## src/rtl/motor_speed_ramp.sv

```systemverilog
// Soft-start/soft-stop ramp for a PWM motor driver. It slews duty_cycle toward a
// commanded target one step every STEP_TICKS clocks, and estop forces an immediate stop.
module motor_speed_ramp #(
    parameter int unsigned STEP_TICKS = 500000,
    parameter int unsigned STEP_SIZE  = 1,
    parameter int unsigned DUTY_STOP  = 100
) (
    input  logic       clk,
    input  logic       rst,
    input  logic       cmd_valid,
    output logic       cmd_ready,
    input  logic       cmd_run,
    input  logic [7:0] cmd_duty,
    input  logic       estop,
    output logic [7:0] duty_cycle,
    output logic       en,
    output logic       busy,
    output logic       at_target
);

    typedef enum logic [1:0] {IDLE, RAMP, HOLD, STOP} state_t;

    localparam logic [23:0] TICK_LAST = 24'(STEP_TICKS - 1);
    localparam logic [8:0]  STEP9     = 9'(STEP_SIZE);
    localparam logic [7:0]  STOP_DUTY = 8'(DUTY_STOP);
    localparam logic [7:0]  DUTY_MAX  = 8'd100;

    state_t      state, state_n;
    logic [7:0]  target, target_n;
    logic [7:0]  duty_n;
    logic        run, run_n;
    logic        en_n;
    logic [23:0] tick, tick_n;

    logic        accept;
    logic [7:0]  cmd_target;
    logic [7:0]  step_duty;
    logic [8:0]  duty9, target9;

    assign cmd_ready  = !estop && (state != STOP);
    assign accept     = cmd_valid && cmd_ready;
    assign cmd_target = cmd_run ? ((cmd_duty > DUTY_MAX) ? DUTY_MAX : cmd_duty) : STOP_DUTY;
    assign busy       = (state == RAMP);
    assign at_target  = (duty_cycle == target);

    assign duty9   = {1'b0, duty_cycle};
    assign target9 = {1'b0, target};

    // The step saturates at target, so it cannot overshoot or wrap past 0 or 100.
    always_comb begin
        step_duty = target;
        if (duty9 < target9) begin
            if (duty9 + STEP9 < target9)
                step_duty = 8'(duty9 + STEP9);
        end else if (duty9 > target9) begin
            if (duty9 > target9 + STEP9)
                step_duty = 8'(duty9 - STEP9);
        end
    end

    // NOTE: every next-value signal is given a hold default first, so no latch can be inferred.
    always_comb begin
        state_n  = state;
        target_n = target;
        duty_n   = duty_cycle;
        run_n    = run;
        en_n     = en;
        tick_n   = tick;

        if (estop) begin
            state_n  = STOP;
            duty_n   = STOP_DUTY;
            en_n     = 1'b0;
            target_n = STOP_DUTY;
            run_n    = 1'b0;
            tick_n   = '0;
        end else if (state == STOP) begin
            state_n = IDLE;
        end else if (accept) begin
            // A new command takes priority over a pending step, and the step interval restarts.
            target_n = cmd_target;
            run_n    = cmd_run;
            tick_n   = '0;
            if (cmd_run)
                en_n = 1'b1;
            if (cmd_target != duty_cycle) begin
                state_n = RAMP;
            end else if (cmd_run) begin
                state_n = HOLD;
            end else begin
                state_n = IDLE;
                en_n    = 1'b0;
            end
        end else if (state == RAMP) begin
            if (tick == TICK_LAST) begin
                tick_n = '0;
                duty_n = step_duty;
                if (step_duty == target) begin
                    if (run) begin
                        state_n = HOLD;
                    end else begin
                        state_n = IDLE;
                        en_n    = 1'b0;
                    end
                end
            end else begin
                tick_n = tick + 24'd1;
            end
        end
    end

    // NOTE: state registers use non-blocking assignments so every register samples pre-edge values.
    always_ff @(posedge clk or posedge rst) begin
        if (rst) begin
            state      <= IDLE;
            duty_cycle <= STOP_DUTY;
            target     <= STOP_DUTY;
            run        <= 1'b0;
            en         <= 1'b0;
            tick       <= '0;
        end else begin
            state      <= state_n;
            duty_cycle <= duty_n;
            target     <= target_n;
            run        <= run_n;
            en         <= en_n;
            tick       <= tick_n;
        end
    end

endmodule

```

## config.mk

```make
export PLATFORM = sky130hd
export DESIGN_NAME = motor_speed_ramp
export DESIGN_NICKNAME = d
export VERILOG_FILES = /design/src/rtl/motor_speed_ramp.sv
export SDC_FILE = /design/constraint.sdc
export NUM_CORES = 1
export LEC_CHECK = 0
export CAP_MARGIN = 15
export CELL_PAD_IN_SITES_DETAIL_PLACEMENT = 2
export CELL_PAD_IN_SITES_GLOBAL_PLACEMENT = 2
export CORE_MARGIN = 1.5
export CORE_UTILIZATION = 30
export CTS_CLUSTER_SIZE = 8
export DETAILED_ROUTE_END_ITERATION = 12
export PLACE_DENSITY = 0.74
export SLEW_MARGIN = 30
export SYNTH_ARGS = -nofsm -noshare
export SYNTH_HDL_FRONTEND = slang
export SYNTH_SLANG_ARGS = --single-unit
```

## constraint.sdc

```tcl
create_clock -name clk -period 5.28 [get_ports clk]
set_clock_uncertainty 0.1 [all_clocks]
set_input_delay 1.32 -clock clk [delete_from_list [all_inputs] [get_ports clk]]
set_output_delay 1.32 -clock clk [all_outputs]
set_load 0.05 [all_outputs]
```

# After elaboration in Yosys (flattened, before gate mapping)
# Index checks and enable logic that the tools add are counted.
# W data, S select, Z words.
dict set report totals {
  inputBits 13
  ramBits 0
  romBits 0
  memories 0
  output_inout_bits 12
  reg_bits 44
  latchBits 0
  word_cells 83
}
dict set report classes {
  multipliers 0
  n_div 0
  addsub 4
  n_shift 0
  n_eq_ne 10
  n_lt_le_gt_ge 5
  reduce_logical 17
  mux 41
  bitwise 0
}
# operator count
set op_table {}
lappend op_table {{$mux W24} 5}
lappend op_table {{$mux W8} 14}
lappend op_table {{$add A24 B1 Y24 const B} 1}
lappend op_table {{$eq A24 B19 Y1 const B} 1}
lappend op_table {{$add A8 B1 Y9 const B} 2}
lappend op_table {{$mux W2} 9}
lappend op_table {{$eq A8 B8 Y1} 2}
lappend op_table {{$mux W1} 13}
lappend op_table {{$reduce_bool A4 Y1} 3}
lappend op_table {{$gt A8 B9 Y1} 1}
lappend op_table {{$lt A9 B8 Y1} 1}
lappend op_table {{$reduce_bool A3 Y1} 3}
lappend op_table {{$gt A8 B7 Y1 const B} 1}
lappend op_table {{$gt A8 B8 Y1} 1}
lappend op_table {{$lt A8 B8 Y1} 1}
lappend op_table {{$ne A8 B8 Y1} 1}
lappend op_table {{$sub A8 B1 Y8 const B} 1}
lappend op_table {{$ne A2 B2 Y1 const B} 3}
lappend op_table {{$reduce_bool A2 Y1} 3}
lappend op_table {{$reduce_and A5 Y1} 1}
lappend op_table {{$reduce_and A2 Y1} 2}
lappend op_table {{$reduce_and A4 Y1} 1}
lappend op_table {{$ne A3 B2 Y1 const B} 1}
lappend op_table {{$reduce_and A3 Y1} 1}
lappend op_table {{4 further kinds} 5}

# Longest topological paths before layout
# Gate-level depths: netlist of run 1.
dict set report logic_depth {
  depth_word 12
  mapped_depth 15
  mapped_depth_nobuf 13
}

# Least setup slack after synthesis of run 1
# No wires, ideal clock.
dict set report synth_path {
  path_type {input-to-output}
  start {input estop}
  end {output cmd_ready}
  stages 3
  n_path_buf 2
  path_slack_ns 1.370
  t_arrival_ns 2.490
  required_ns 3.860
  path_cell_list {clkbuf_1 > buf_1 > a21oi_1}
}
dict set report synth_via {
  elab_chain_cells 2
}
# element line_no
set synth_rtl {}
lappend synth_rtl {{start, declared} 14} ;# input logic estop,
lappend synth_rtl {{$logic_not A1 Y1} 40} ;# assign cmd_ready = !estop && (state != STOP);
lappend synth_rtl {{$logic_and A1 B1 Y1} 40}
lappend synth_rtl {{end, declared} 11} ;# output logic cmd_ready,
# Every way passes these cells.

# Worst setup path after layout of run 1
dict set report layout_path {
  start {register duty_cycle[0]}
  end {output at_target}
}
dict set report layout_via {
  elab_chain_cells 1
}
# element line_no
set layout_rtl {}
lappend layout_rtl {{start, declared} 15} ;# output logic [7:0] duty_cycle,
lappend layout_rtl {{start signal, assigned} 123} ;# duty_cycle <= duty_n;
lappend layout_rtl {{$eq A8 B8 Y1} 44} ;# assign at_target = (duty_cycle == target);
lappend layout_rtl {{end, declared} 18} ;# output logic at_target
# Every way passes these cells.

==> impl_metrics.json, run 1 <==
{
  "reg2reg_slack_ns": 1.21,
  "overflow": 0,
  "critPathKind": "reg2out",
  "cp_data_arrival_time_ns": 2.74,
  "clkSinkCount": 44,
  "slew_violations": 0,
  "syn2layout_area_growth_pct": 14.6,
  "drive_gt1_share_pct": 6.26,
  "cts-htree-levels": 2,
  "final_common_cell": "nand2_1",
  "cts_setup_buffers": 0,
  "crit_fanout": 11,
  "syn_avg_cell_area_sq_um": 8.45,
  "power.density_nw_per_um2": 411,
  "syn_area_sq_um": 3620,
  "dr.first_iter.drc_count": 162,
  "critPathCaptureType": "primary output",
  "max_stage_delay_ns": 0.84,
  "grt_max_degree": 45,
  "dpl.hpwl_um": 8960,
  "ys_seq_elements": 44,
  "tightest_slew_ns": 0.683,
  "start_kind": "flip-flop",
  "period_share_pct": 78.8,
  "grt_util_all_layers_pct": 19.5,
  "synth_ff_type": "dfrtp_1",
  "setup_violations": 0,
  "hold_violations": 0,
  "power_leakage_nw": 1.69,
  "rsz0062_at_grt": "no",
  "cts_hold_buf": 0,
  "portBuffers": 24,
  "clk_pin_slew_ns": 0.07,
  "power_switching_mw": 0.787,
  "yosysWarnings": 0,
  "drt.antenna.violating_nets": 0,
  "postCtsResizedCells": 0,
  "drt_wl_total_um": 11800,
  "place_congestion": 0.863,
  "cts.path.max_buffers": 2,
  "final_net_count": 487,
  "grt_pass1_vias": 3622,
  "cts_tree": "done",
  "crit_required_ns": 3.86,
  "switching_share_pct": 46.0,
  "path_cells": "inv_1 > ha_1 > nand4b_1 > nor2_1 > clkdlybuf4s50_1",
  "routedWlPerCell_um": 20.1,
  "start_util_pct": 31.2,
  "clkPwrFrac_pct": 21.9,
  "cts_made_buffers": 5,
  "p_int_mw": 0.922,
  "async_flop_share_pct": 100,
  "max_freq_mhz": 240,
  "clockRootBuffer": "clkbuf_16",
  "peakVddDrop_mv": 0.155,
  "synth_edf_count": 0,
  "die_h_um": 113,
  "fin_crit_ns": 4.16,
  "relSlewSlack_pct": 54.0,
  "dieArea_sq_um": 12800,
  "synth_cell_types": 62,
  "final_cell_mix": "nand2_1, dfrtp_1, nor2_1",
  "drc": 0,
  "fillers": 1349,
  "core_area_sq_um": 11600,
  "place_ws_ns": 1.11,
  "multi_input_area_sq_um": 2330,
  "tns_ns": 0,
  "clk_latency_ns": 0.29,
  "fp.dieW_um": 113,
  "rows": 39,
  "antenna_found_initial": 0,
  "vias": 3370,
  "syn_inst": 429,
  "regArea_sq_um": 1110,
  "viasPerCell": 5.71,
  "diodes": 0,
  "fin_ws_ns": 1.12,
  "firstDrtPassIters": 4,
  "combPwrFrac_pct": 50.7,
  "status": "finished clean",
  "ys_seq_area_share_pct": 30.6,
  "hp-class": "reg2reg",
  "pwr-share-seq_pct": 27.5,
  "crit_path_top_delay_cell": "clkdlybuf4s50_1",
  "synth_nets": 470,
  "drv_cap": 0,
  "pin_count": 25,
  "grt_pass1_wl_um": 19800
}
-- stage by stage --
step | util, % | instances | total power [mW] | instance area (sq um) | hold WS [ns]
3_3_place_gp | 34.2 | 581 | 1.30 | 3980 | 0.410
2_1_floorplan | - | 429 | 1.07 | 3620 | 0.370
3_5_place_dp | 34.2 | 581 | 1.33 | 3980 | 0.424
6_report | 35.8 | 590 | 1.71 | 4150 | 0.434
4_1_cts | 35.7 | 589 | 1.72 | 4150 | 0.431
5_1_grt | 35.8 | 590 | 1.82 | 4150 | 0.457
-- routing by layer --
metal  global-route usage [%]  wire [um]
met5                        0          0
met4                     4.50        153
met3                     2.20        221
met2                     33.7       5800
met1                     26.4       5660
-- power by group through the flow --
stage	registers, mW	clock network [mW]	logic (mW)
3_5_place_dp	0.474	0	0.861
3_3_place_gp	0.473	0	0.823
4_1_cts	0.469	0.383	0.866
2_1_floorplan	0.479	0	0.591
5_1_grt	0.480	0.395	0.944
6_report	0.469	0.373	0.866
-- synthesized netlist by cell type, drive strengths merged, types with 3 or more instances --
master  count  share of area [%]
nand4       9                1.6
or3         4               0.69
nor4        7                1.8
dfstp       6                4.3
clkbuf      8               0.83
nor2       36                3.7
a21oi      24                3.3
nor3       11                1.7
nand3      20                2.8
o22ai       4               0.69
buf        11                1.8
o211ai      5                1.0
nand2b      6                1.1
ha         28                9.7
and4        4               0.97
nor2b       3               0.52
xor2       16                3.9
dfrtp      38                 26
o21ai      24                3.3
o31ai       7                1.4
a31oi       4               0.69
inv        25                2.6
o221ai      3               0.73
a211oi      8                1.8
nand2      40                4.1
xnor2      29                7.2
and3        7                1.2
nor4b       4               0.97
a21o        4               0.83
-- critical path: cells and delay by family, from the launching register on --
family / cells / cell delay, ns
adder cells (fa/ha/maj): 1 / 0.39
buffers and inverters: 2 / 1.09
AND/OR/NAND/NOR: 2 / 0.36
flip-flops: 1 / 0.60
-- state kept, by name, summed over array words and instances (netlist names) --
name	count
duty_cycle	8
en	1
run	1
state	2
target	8
tick	24
-- cell type report --
| class | instances | area share (%) |
|---|---|---|
| inverters | 25 | 2.26 |
| flip-flops and latches | 44 | 26.7 |
| repair buffers | 29 | 6.63 |
| clock inverters | 3 | 1.11 |
| multi-input cells | 341 | 56.0 |
| clock buffers | 5 | 3.01 |
| well taps | 143 | 4.31 |
-- logic make-up after synthesis --
family,count (synthesis),synth area share (%)
buf+inv,44,5.25
fa+ha+maj,28,9.67
xor+xnor,46,11.7
flops,44,30.6
compound gates,104,19.0
simple gates,163,23.9
-- worst paths after layout --
check                                    from         to  cells after the start
worst max-delay path            duty_cycle[0]  at_target                      5
worst min-delay path                  tick[3]    tick[3]                      1
worst max register to register  duty_cycle[1]   state[1]                     13
worst min register to register        tick[3]    tick[3]                      1
max in group asynchronous                 rst  target[0]                      3
min in group asynchronous                 rst   tick[22]                      3
(Power assumes the default switching activity.)
==> run 2, diff against run 1 <==
PLACE_DENSITY = 0.77   (was 0.74)
clock period = 3.35 ns   (was 5.28 ns; I/O delays follow)
==> impl_metrics.json, run 2 (synthesis results as in run 1) <==
{
  "final_common_cell": "buf_4",
  "drt_wl_total_um": 13300,
  "die_h_um": 113,
  "final_cell_mix": "buf_4, nand2_1, dfrtp_1",
  "viasPerCell": 5.68,
  "fp.dieW_um": 113,
  "hold_violations": 0,
  "core_area_sq_um": 11600,
  "dp_cells": 618,
  "crit_required_ns": 3.43,
  "start_util_pct": 31.2,
  "final_net_count": 529,
  "hp-class": "reg2reg",
  "place_congestion": 0.874,
  "clk_latency_ns": 0.29,
  "drive_gt1_share_pct": 20.7,
  "drt.antenna.violating_nets": 0,
  "r2r_start": "target[2]",
  "peakVddDrop_mv": 0.229,
  "worstSetupStartpoint": "target[2]",
  "largest_register_ff_count": 24,
  "cts_tree": "done",
  "drc": 0,
  "portBuffers": 24,
  "violations": "negative setup slack",
  "pin_count": 25,
  "grt_util_all_layers_pct": 21.4,
  "critPathKind": "reg2reg",
  "fin_crit_ns": 3.39,
  "setup_violations": 3,
  "max_freq_mhz": 295,
  "start_kind": "flip-flop",
  "power.density_nw_per_um2": 649,
  "clk_pin_slew_ns": 0.07,
  "cp_data_arrival_time_ns": 3.47,
  "critPathTopFamily": "compound AO/OA/AOI/OAI gates",
  "drv_cap": 0,
  "crit_fanout": 4,
  "fin_cells": 632,
  "min_from": "tick[1]",
  "period_share_pct": 101,
  "clockRootBuffer": "clkbuf_16",
  "vias": 3589,
  "grt_pass1_wl_um": 21500,
  "critPathCaptureType": "flip-flop",
  "tightest_slew_ns": 0.560,
  "antenna_found_initial": 0,
  "cp.buffers_inverters": 1,
  "clkSinkCount": 44,
  "max_stage_delay_ns": 0.57,
  "reg_top3": "tick: 24 flops, duty_cycle: 8 flops, target: 8 flops",
  "power_leakage_nw": 1.91,
  "overflow": 0,
  "syn2layout_area_growth_pct": 27.8,
  "routedWlPerCell_um": 21.1,
  "slew_violations": 0,
  "cts_made_buffers": 5,
  "rsz0062_at_grt": "yes",
  "grt_max_degree": 30,
  "dpl.hpwl_um": 9850,
  "cts.path.max_buffers": 2,
  "crit_path_top_delay_cell": "dfstp_2",
  "diodes": 0,
  "firstDrtPassIters": 4,
  "dieArea_sq_um": 12800,
  "cts-htree-levels": 2,
  "reg2reg_slack_ns": -0.04,
  "grt_pass1_vias": 3983,
  "final_util_pct": 39.9,
  "relSlewSlack_pct": 62.3,
  "status": "complete, but fails checks",
  "cts_hold_buf": 0,
  "regMostFlops": "tick",
  "dr.first_iter.drc_count": 160,
  "fin_ws_ns": -0.0399,
  "path_cells": "and4_4 > nand4_1 > xnor2_1 > ha_1 > o211a_1 > a211oi_2 > nor4b_2 > o211ai_1 > buf_4 > o221ai_4 > a211oi_4 > a311o_1 > a21o_1",
  "rows": 39
}
## run 2: cell count changes in the layout (fill, tap and decap cells not counted), sizes merged
| cell | delta |
|---|---|
| clkbuf | +1 |
| clkinvlp | +2 |
| inv | -2 |
| clkdlybuf4s50 | -2 |
| buf | +44 |
| bufinv | -1 |
## run 2: worst reg2reg max path, delay by kind of cell, from the launching register on
kind                       cells  cell delay, ns
xor gates and xnor gates       1            0.15
DFF                            1            0.57
buffers and inverters          1            0.20
adders and majority gates      1            0.37
AOI/OAI and AO/OA              7            1.21
and+or+nand+nor                3            0.67
## run 2: worst paths after layout
| check | to | cells past startpoint |
|---|---|---|
| max | state[1] | 13 |
| min | tick[1] | 2 |
| max reg2reg | state[1] | 13 |
| min reg2reg | tick[1] | 2 |
| max in group asynchronous | tick[17] | 3 |
| min in group asynchronous | tick[19] | 2 |
## run 2: layout make-up
| class | count | area, sq um |
|---|---|---|
| multi-input combinational | 341 | 2480 |
| sequential | 44 | 1120 |
| timing repair buffer | 71 | 608 |
| fill | 1288 | 6980 |
| inverter | 25 | 98.8 |
| clock buffer | 6 | 139 |
| tap | 143 | 179 |
| clock inverter | 2 | 15.0 |
## run 2: where the power goes
part	leakage (nW)	internal (mW)	switching [mW]	total (mW)
logic	1.26	0.706	1.11	1.82
registers	0.577	0.590	0.0753	0.665
clock network	0.0691	0.297	0.227	0.524
total	1.91	1.59	1.41	3.00
## run 2: metrics by stage
| stage | setup WS [ns] | instance area, sq um | hold WS [ns] | total power [mW] | setup TNS, ns |
|---|---|---|---|---|---|
| global route | -0.222 | 4630 | 0.468 | 3.19 | -0.815 |
| detailed placement | -0.332 | 4270 | 0.424 | 2.25 | -1.61 |
| floorplan | 0.0188 | 3630 | 0.370 | 1.70 | 0 |
| global placement | -0.0308 | 4270 | 0.404 | 2.17 | -0.0308 |
| finish | -0.0399 | 4630 | 0.443 | 3.00 | -0.0890 |
| CTS | -0.0608 | 4510 | 0.445 | 2.90 | -0.0765 |
## run 2: what timing repair did
action / 4_1_cts / 5_1_grt
setup endpoints to repair: 11 / 11
endpoints found under the hold margin: 0 / 0
resized for setup: 12 / 24
pin swaps: 13 / 25
setup buffers: 6 / 3
## run 2: routing by layer
metal | routed length (um) | GRT usage [%] | vias up
li1 | - | - | 1679
met1 | 5890 | 27.9 | 1814
met5 | 0 | 0 | -
met2 | 6750 | 37.7 | 74
met4 | 210 | 5.33 | 0
met3 | 472 | 2.68 | 22
